## src/rtl/clct_es_key_builder.sv

```systemverilog
// rtl/clct_es_key_builder.sv - CCLUT post-lookup ES/QS/HS key builder with ghost cancel
`timescale 1ns/1ps
module clct_es_key_builder #(
  parameter int MXKEYB  = 8,
  parameter int NHS     = 224,
  parameter int MXOFFSB = 4,
  parameter int MXBNDB  = 5,
  parameter int MXESB   = 10,
  parameter int MXCNTB  = 16
) (
  input  logic                clock,
  input  logic                reset_n,
  input  logic                valid_in,
  input  logic [MXKEYB-1:0]   hs_key0,
  input  logic [MXKEYB-1:0]   hs_key1,
  input  logic                vld1_in,
  input  logic [MXOFFSB-1:0]  offs0,
  input  logic [MXOFFSB-1:0]  offs1,
  input  logic [MXBNDB-1:0]   bend0,
  input  logic [MXBNDB-1:0]   bend1,
  input  logic                cnt_clr,
  output logic                valid_out,
  output logic [MXESB-1:0]    es_key0,
  output logic [MXESB-1:0]    es_key1,
  output logic [MXESB-2:0]    qs_key0,
  output logic [MXESB-2:0]    qs_key1,
  output logic [MXKEYB-1:0]   hs_corr0,
  output logic [MXKEYB-1:0]   hs_corr1,
  output logic [MXBNDB-1:0]   bend0_out,
  output logic [MXBNDB-1:0]   bend1_out,
  output logic                vld1_out,
  output logic                clamp0,
  output logic                clamp1,
  output logic                ghost_drop,
  output logic [MXCNTB-1:0]   clamp_cnt,
  output logic [MXCNTB-1:0]   ghost_cnt
);

  // Two guard bits so the -5..4*(NHS-1)+10 range is representable as signed.
  localparam int EW = MXESB + 2;
  localparam logic signed [EW-1:0] ES_BIAS = EW'(5);
  localparam logic signed [EW-1:0] ES_MAX  = EW'(4 * NHS - 1);
  localparam logic [MXESB-1:0]     ES_TOP  = MXESB'(4 * NHS - 1);

  logic                v_r, vld1_r;
  logic [MXKEYB-1:0]   hs0_r, hs1_r;
  logic [MXOFFSB-1:0]  offs0_r, offs1_r;
  logic [MXBNDB-1:0]   bend0_r, bend1_r;

  logic [MXESB-1:0]    es0_c, es1_c;
  logic                clamp0_c, clamp1_c;
  logic [MXKEYB-1:0]   hsc0_c, hsc1_c;
  logic                same_hs;
  logic [MXCNTB:0]     clamp_sum, ghost_sum;
  logic [MXCNTB-1:0]   clamp_cnt_nx, ghost_cnt_nx;

  // Returns {clamp, es_key}: offset v is v-7 ES units around the HS centre (+2).
  function automatic logic [MXESB:0] es_calc(input logic [MXKEYB-1:0] hs,
                                             input logic [MXOFFSB-1:0] offs);
    logic signed [EW-1:0] raw;
    raw = $signed({{(EW-MXKEYB-2){1'b0}}, hs, 2'b00})
        + $signed({{(EW-MXOFFSB){1'b0}}, offs}) - ES_BIAS;
    if (raw[EW-1])        es_calc = {1'b1, {MXESB{1'b0}}};
    else if (raw > ES_MAX) es_calc = {1'b1, ES_TOP};
    else                  es_calc = {1'b0, raw[MXESB-1:0]};
  endfunction

  // Stage 1: capture the lookup results.
  always_ff @(posedge clock or negedge reset_n) begin
    if (!reset_n) begin
      v_r     <= 1'b0;
      vld1_r  <= 1'b0;
      hs0_r   <= '0;
      hs1_r   <= '0;
      offs0_r <= '0;
      offs1_r <= '0;
      bend0_r <= '0;
      bend1_r <= '0;
    end else begin
      v_r     <= valid_in;
      vld1_r  <= vld1_in;
      hs0_r   <= hs_key0;
      hs1_r   <= hs_key1;
      offs0_r <= offs0;
      offs1_r <= offs1;
      bend0_r <= bend0;
      bend1_r <= bend1;
    end
  end

  // Key arithmetic and ghost comparison on the corrected (post-clamp) half-strips.
  always_comb begin
    {clamp0_c, es0_c} = es_calc(hs0_r, offs0_r);
    {clamp1_c, es1_c} = es_calc(hs1_r, offs1_r);
    hsc0_c  = MXKEYB'(es0_c >> 2);
    hsc1_c  = MXKEYB'(es1_c >> 2);
    same_hs = (hsc0_c == hsc1_c);
  end

  // Stage 2: register keys and flags; key fields only move on valid events.
  always_ff @(posedge clock or negedge reset_n) begin
    if (!reset_n) begin
      valid_out  <= 1'b0;
      vld1_out   <= 1'b0;
      clamp0     <= 1'b0;
      clamp1     <= 1'b0;
      ghost_drop <= 1'b0;
      es_key0    <= '0;
      es_key1    <= '0;
      qs_key0    <= '0;
      qs_key1    <= '0;
      hs_corr0   <= '0;
      hs_corr1   <= '0;
      bend0_out  <= '0;
      bend1_out  <= '0;
    end else begin
      valid_out  <= v_r;
      vld1_out   <= v_r & vld1_r & ~same_hs;
      clamp0     <= v_r & clamp0_c;
      clamp1     <= v_r & vld1_r & ~same_hs & clamp1_c;
      ghost_drop <= v_r & vld1_r & same_hs;
      if (v_r) begin
        es_key0   <= es0_c;
        es_key1   <= es1_c;
        qs_key0   <= (MXESB-1)'(es0_c >> 1);
        qs_key1   <= (MXESB-1)'(es1_c >> 1);
        hs_corr0  <= hsc0_c;
        hs_corr1  <= hsc1_c;
        bend0_out <= bend0_r;
        bend1_out <= bend1_r;
      end
    end
  end

  // Saturating sums; the extra carry bit flags overflow past all-ones.
  always_comb begin
    clamp_sum    = {1'b0, clamp_cnt} + (MXCNTB+1)'(clamp0) + (MXCNTB+1)'(clamp1);
    ghost_sum    = {1'b0, ghost_cnt} + (MXCNTB+1)'(1);
    clamp_cnt_nx = clamp_sum[MXCNTB] ? {MXCNTB{1'b1}} : clamp_sum[MXCNTB-1:0];
    ghost_cnt_nx = ghost_sum[MXCNTB] ? {MXCNTB{1'b1}} : ghost_sum[MXCNTB-1:0];
  end

  // Diagnostic counters; clear wins over a same-cycle increment.
  always_ff @(posedge clock or negedge reset_n) begin
    if (!reset_n) begin
      clamp_cnt <= '0;
      ghost_cnt <= '0;
    end else if (cnt_clr) begin
      clamp_cnt <= '0;
      ghost_cnt <= '0;
    end else begin
      if (valid_out)  clamp_cnt <= clamp_cnt_nx;
      if (ghost_drop) ghost_cnt <= ghost_cnt_nx;
    end
  end

endmodule

```

## config.mk

```make
export PLATFORM = sky130hd
export DESIGN_NAME = clct_es_key_builder
export DESIGN_NICKNAME = d
export VERILOG_FILES = /design/src/rtl/clct_es_key_builder.sv
export SDC_FILE = /design/constraint.sdc
export NUM_CORES = 1
export LEC_CHECK = 0
export CAP_MARGIN = 0
export CORE_ASPECT_RATIO = 0.8
export CORE_MARGIN = 1.5
export CORE_UTILIZATION = 35
export DETAILED_ROUTE_END_ITERATION = 16
export GPL_TIMING_DRIVEN = 0
export HOLD_SLACK_MARGIN = 0.15
export PLACE_DENSITY_LB_ADDON = 0.15
export SLEW_MARGIN = 20
export SYNTH_ARGS = -nofsm -noshare
export SYNTH_HDL_FRONTEND = slang
export SYNTH_SLANG_ARGS = --single-unit
```

## constraint.sdc

```tcl
create_clock -name clock -period 4.11 [get_ports clock]
set_input_delay 1.0275 -clock clock [delete_from_list [all_inputs] [get_ports clock]]
set_output_delay 1.0275 -clock clock [all_outputs]
set_load 0.01 [all_outputs]
```

==> key figures, run 1 <==
Status
  – Status: completed

Placement
  – GP Congestion: 0.8147
  – Dpl cells: 927
  – Post-DP HPWL: 10.44 mm
  – Dpl cell area: 7470 µm²
  – Port buffer count: 139

Detailed routing
  – DR pass1 iterations: 6
  – Initial DRC count: 258
  – Post-route ant nets: 0
  – Wire length per cell: 14.85 µm
  – Final wirelength: 13.99 mm
  – DR vias: 4,680
  – Via density: 4.968
  – Detailed-route DRC error count: 0

Clocking
  – CTS tree: done
  – Worst-case clock buffer depth: 2
  – Resized Gates After CTS: 0
  – Skew-Pair Late Insertion Delay: 0.35 ns
  – Hold Buf Count CTS: 0
  – # clock sinks: 103
  – Post-CTS Setup Bufs: 0
  – H-tree depth: 3
  – Clock slew at reported path FFs: 0.07 ns
  – CTS buffer count: 9
  – Root Buffer: clkbuf_16

Timing
  – Worst-Margin Slew: 0.7216 ns
  – RSZ-0062 raised after global routing: false
  – Tcrit/Tclk final: 86.66%
  – Crit path time final: 3.562 ns
  – Final setup viols: 0
  – Fin. Hold Viols: 0
  – Worst Skew: 0.01054 ns
  – Slew HR: 51.90%
  – Maximum clock rate: 280.7 MHz
  – Hold slack: 0.3750 ns
  – Slew Viols, Final: 0
  – Post-route setup TNS: 0 ns

Power
  – Leakage power total: 3.400 nW
  – VDD IR max: 0.0001996 V
  – P per Cell Area: 400.3 nW/µm²

Floorplanning
  – Initial core utilization: 36.23%
  – Row cnt: 41
  – DIE WIDTH: 146.7 µm
  – Die area: 17,300 µm²
  – Die extent in y: 117.9 µm
  – Core area: 15,950 µm²
  – I/O pins: 140

Setup path
  – Reg-to-Reg Start: hs1_r[0]
  – Setup crit end: ghost_drop
  – Worst r2r path cells: 11
  – Crit path arrival time: 3.85 ns
  – Setup crit end kind: flop
  – Setup crit start: hs1_r[0]
  – CP startpoint kind: flop
  – FF-to-FF End: ghost_drop
  – Critical Path Fanout Max: 6
  – Reg2reg setup slack: 0.55 ns
  – Crit path required time: 4.40 ns
  – Crit Path Category: flop to flop

Synth
  – Area share of the largest cell type after synthesis: 44.59%
  – Sequential area share after synthesis: 44.59%
  – Dominant synthesized flop cell: dfrtp_1
  – Synth Register Bits: 103
  – Area leader, netlist: dfrtp_1
  – Ys Warns: 0
  – Syn Nets: 644
  – Mapped cell area: 5781 µm²
  – Ys async rst share: 100.0%
  – Syn Area/Cell: 10.11 µm²
  – Synth unique cells: 66
  – Cells after synthesis: 572
  – Dominant cells by area after synthesis: dfrtp_1, ha_1, mux2_2
  – Number of synthesized flops with an enable pin: 0

Layout
  – Fin area: 7838 µm²
  – Area growth syn-to-layout: 35.58%
  – Final non-filler cell total: 942
  – Layout cells sized above 1: 13.34%
  – N_diodes: 0
  – NumNets Final: 795
  – FILL cells: 1,457

Global route
  – Initial antenna violation count: 0
  – Vias in the first global route: 4,563
  – Largest net degree at the start of global routing: 79
  – Congestion Overflow GR: 0
  – All-layer global routing usage: 16.88%
  – First-pass GRT wire length: 23.58 mm

Job
  – Max_cap viols: 0

Worst hold path
  – HP Class: flop to flop
  – Hold Path Depth: 0
worst min path at each step:
stage	startpoint	end	slack, ns
floorplan	v_r	valid_out	0.35
global placement	v_r	valid_out	0.36
detailed placement	v_r	valid_out	0.36
CTS	v_r	valid_out	0.38
global route	v_r	valid_out	0.41
finish	v_r	valid_out	0.38
through the flow:
stage	power [W]	util, %	setup WS [ns]
2_1_floorplan	0.001692	-	0.8976
3_3_place_gp	0.002097	46.64	-2.020
3_5_place_dp	0.002114	46.82	0.5963
4_1_cts	0.003188	49.13	0.5695
5_1_grt	0.003320	49.13	0.2082
6_report	0.003137	49.13	0.5481
registers in the layout, summed over array words and instances, names as in the netlist:
| name | flops |
|---|---|
| clamp1 | 1 |
| vld1_r | 1 |
| bend1_r | 5 |
| v_r | 1 |
| clamp_cnt | 16 |
| offs1_r | 4 |
| bend1_out | 5 |
| offs0_r | 4 |
| bend0_out | 5 |
| valid_out | 1 |
| vld1_out | 1 |
| ghost_drop | 1 |
| clamp0 | 1 |
| ghost_cnt | 16 |
| hs1_r | 8 |
| es_key1 | 10 |
| hs0_r | 8 |
| bend0_r | 5 |
| es_key0 | 10 |
cell usage after synthesis, types with 2 or more instances:
cell        n
a211oi_1   15
a211oi_2    4
a21o_1      8
a21oi_1    32
a311oi_1    7
a31oi_1     5
a41oi_1     2
and2_1      3
and3_1      9
and3b_1     3
and4_1      3
buf_4      34
clkbuf_1   18
dfrtp_1   103
fa_1        3
ha_1       30
inv_1      43
mux2_2     24
mux2i_1     8
nand2_1    38
nand2b_1    4
nand3_1    18
nand3b_1    3
nand4_1     6
nor2_1     43
nor2b_1     3
nor3_1     15
nor4_1      2
o211ai_1    7
o21ai_0    24
o21bai_1    2
o22ai_1     5
o31ai_4     2
or2_2       2
or3_1       2
or3b_2      2
or4b_1      2
xnor2_1     5
xor2_1      6
kinds of logic (layout without fill, tap and decap cells):
logic type / after synthesis / count (layout) / synth area share (%)
buf+inv: 96 / 251 / 8.463
compound gates: 133 / 133 / 16.95
simple gates: 163 / 163 / 14.26
mux: 32 / 32 / 6.061
xor+xnor: 12 / 12 / 2.143
fa+ha+maj: 33 / 33 / 7.533
flops: 103 / 103 / 44.59
critical path, cell delays in order (launching register included):
cell and delay, ns:
dfrtp_1 0.37, ha_1 0.34, fa_1 0.46, a211oi_2 0.29, o21bai_1 0.10, a21oi_1 0.17
xor2_1 0.46, o31ai_2 0.19, nor4_1 0.36, nor3_1 0.14, o41ai_4 0.40, and3b_1 0.21
metal layers:
metal  global-route usage, %  part of all wire [%]
met3                   5.465                   6.2
met2                   24.73                    43
met1                   23.89                    49
met5                       0                     0
met4                   4.167                   1.0
report_power, final:
part	total (W)	switching (W)	internal, W	leakage [nW]
Clock	0.00105	0.000375	0.000672	0.179
Sequential	0.00116	0.0000684	0.00109	1.28
Combinational	0.000933	0.000417	0.000516	1.94
Total	0.00314	0.000861	0.00228	3.40
area by class of cell:
class                           instances  area (µm²)  area share (%)
Multi-Input combinational cell        373        2714           34.63
Sequential cell                       103        2577           32.89
Timing Repair Buffer                  140        1420           18.12
Buffer                                 53       327.8           4.183
Tap cell                              215       269.0           3.432
Clock buffer                           10       239.0           3.049
Inverter                               43       161.4           2.059
Clock inverter                          5       128.9           1.644
cells in the final DEF, fill, tap and decap left out, types with 3 or more instances in the layout:
cell             Yosys  layout
a211oi_1            15      15
nand2b_1             4       4
nor3_1              15      15
mux2_2              24      24
dfrtp_1            103     103
and3b_1              3       3
a211oi_2             4       4
fa_1                 3       3
xnor2_1              5       5
o22ai_1              5       5
clkbuf_1            18      18
nand3_1             18      18
nand2_1             38      38
clkdlybuf4s50_1      0     138
a21oi_1             32      32
and3_1               9       9
a31oi_1              5       5
and2_1               3       3
nand3b_1             3       3
xor2_1               6       6
o21ai_0             24      24
and4_1               3       3
inv_1               43      43
buf_4               34      34
nor2b_1              3       3
a311oi_1             7       7
a21o_1               8       8
bufinv_16            0       4
mux2i_1              8       8
nand4_1              6       6
clkbuf_16            0       9
o211ai_1             7       7
nor2_1              43      43
ha_1                30      30
Power figures use the tool's default switching activity.
==> run 2, diff against run 1 <==
- clock period: 4.11 -> 4.4 ns (I/O delays scaled with it)
==> results of run 2 <==
Same layout as run 1 (identical final DEF). Status: completed.
Among the figures that moved: setup slack after placement 0.5963 ns -> 0.8863 ns; setup slack after layout 0.5481 ns -> 0.8381 ns; register-to-register setup slack 0.55 ns -> 0.84 ns; total power 0.003137 W -> 0.002931 W; worst IR drop on VDD 0.0001996 V -> 0.0001865 V
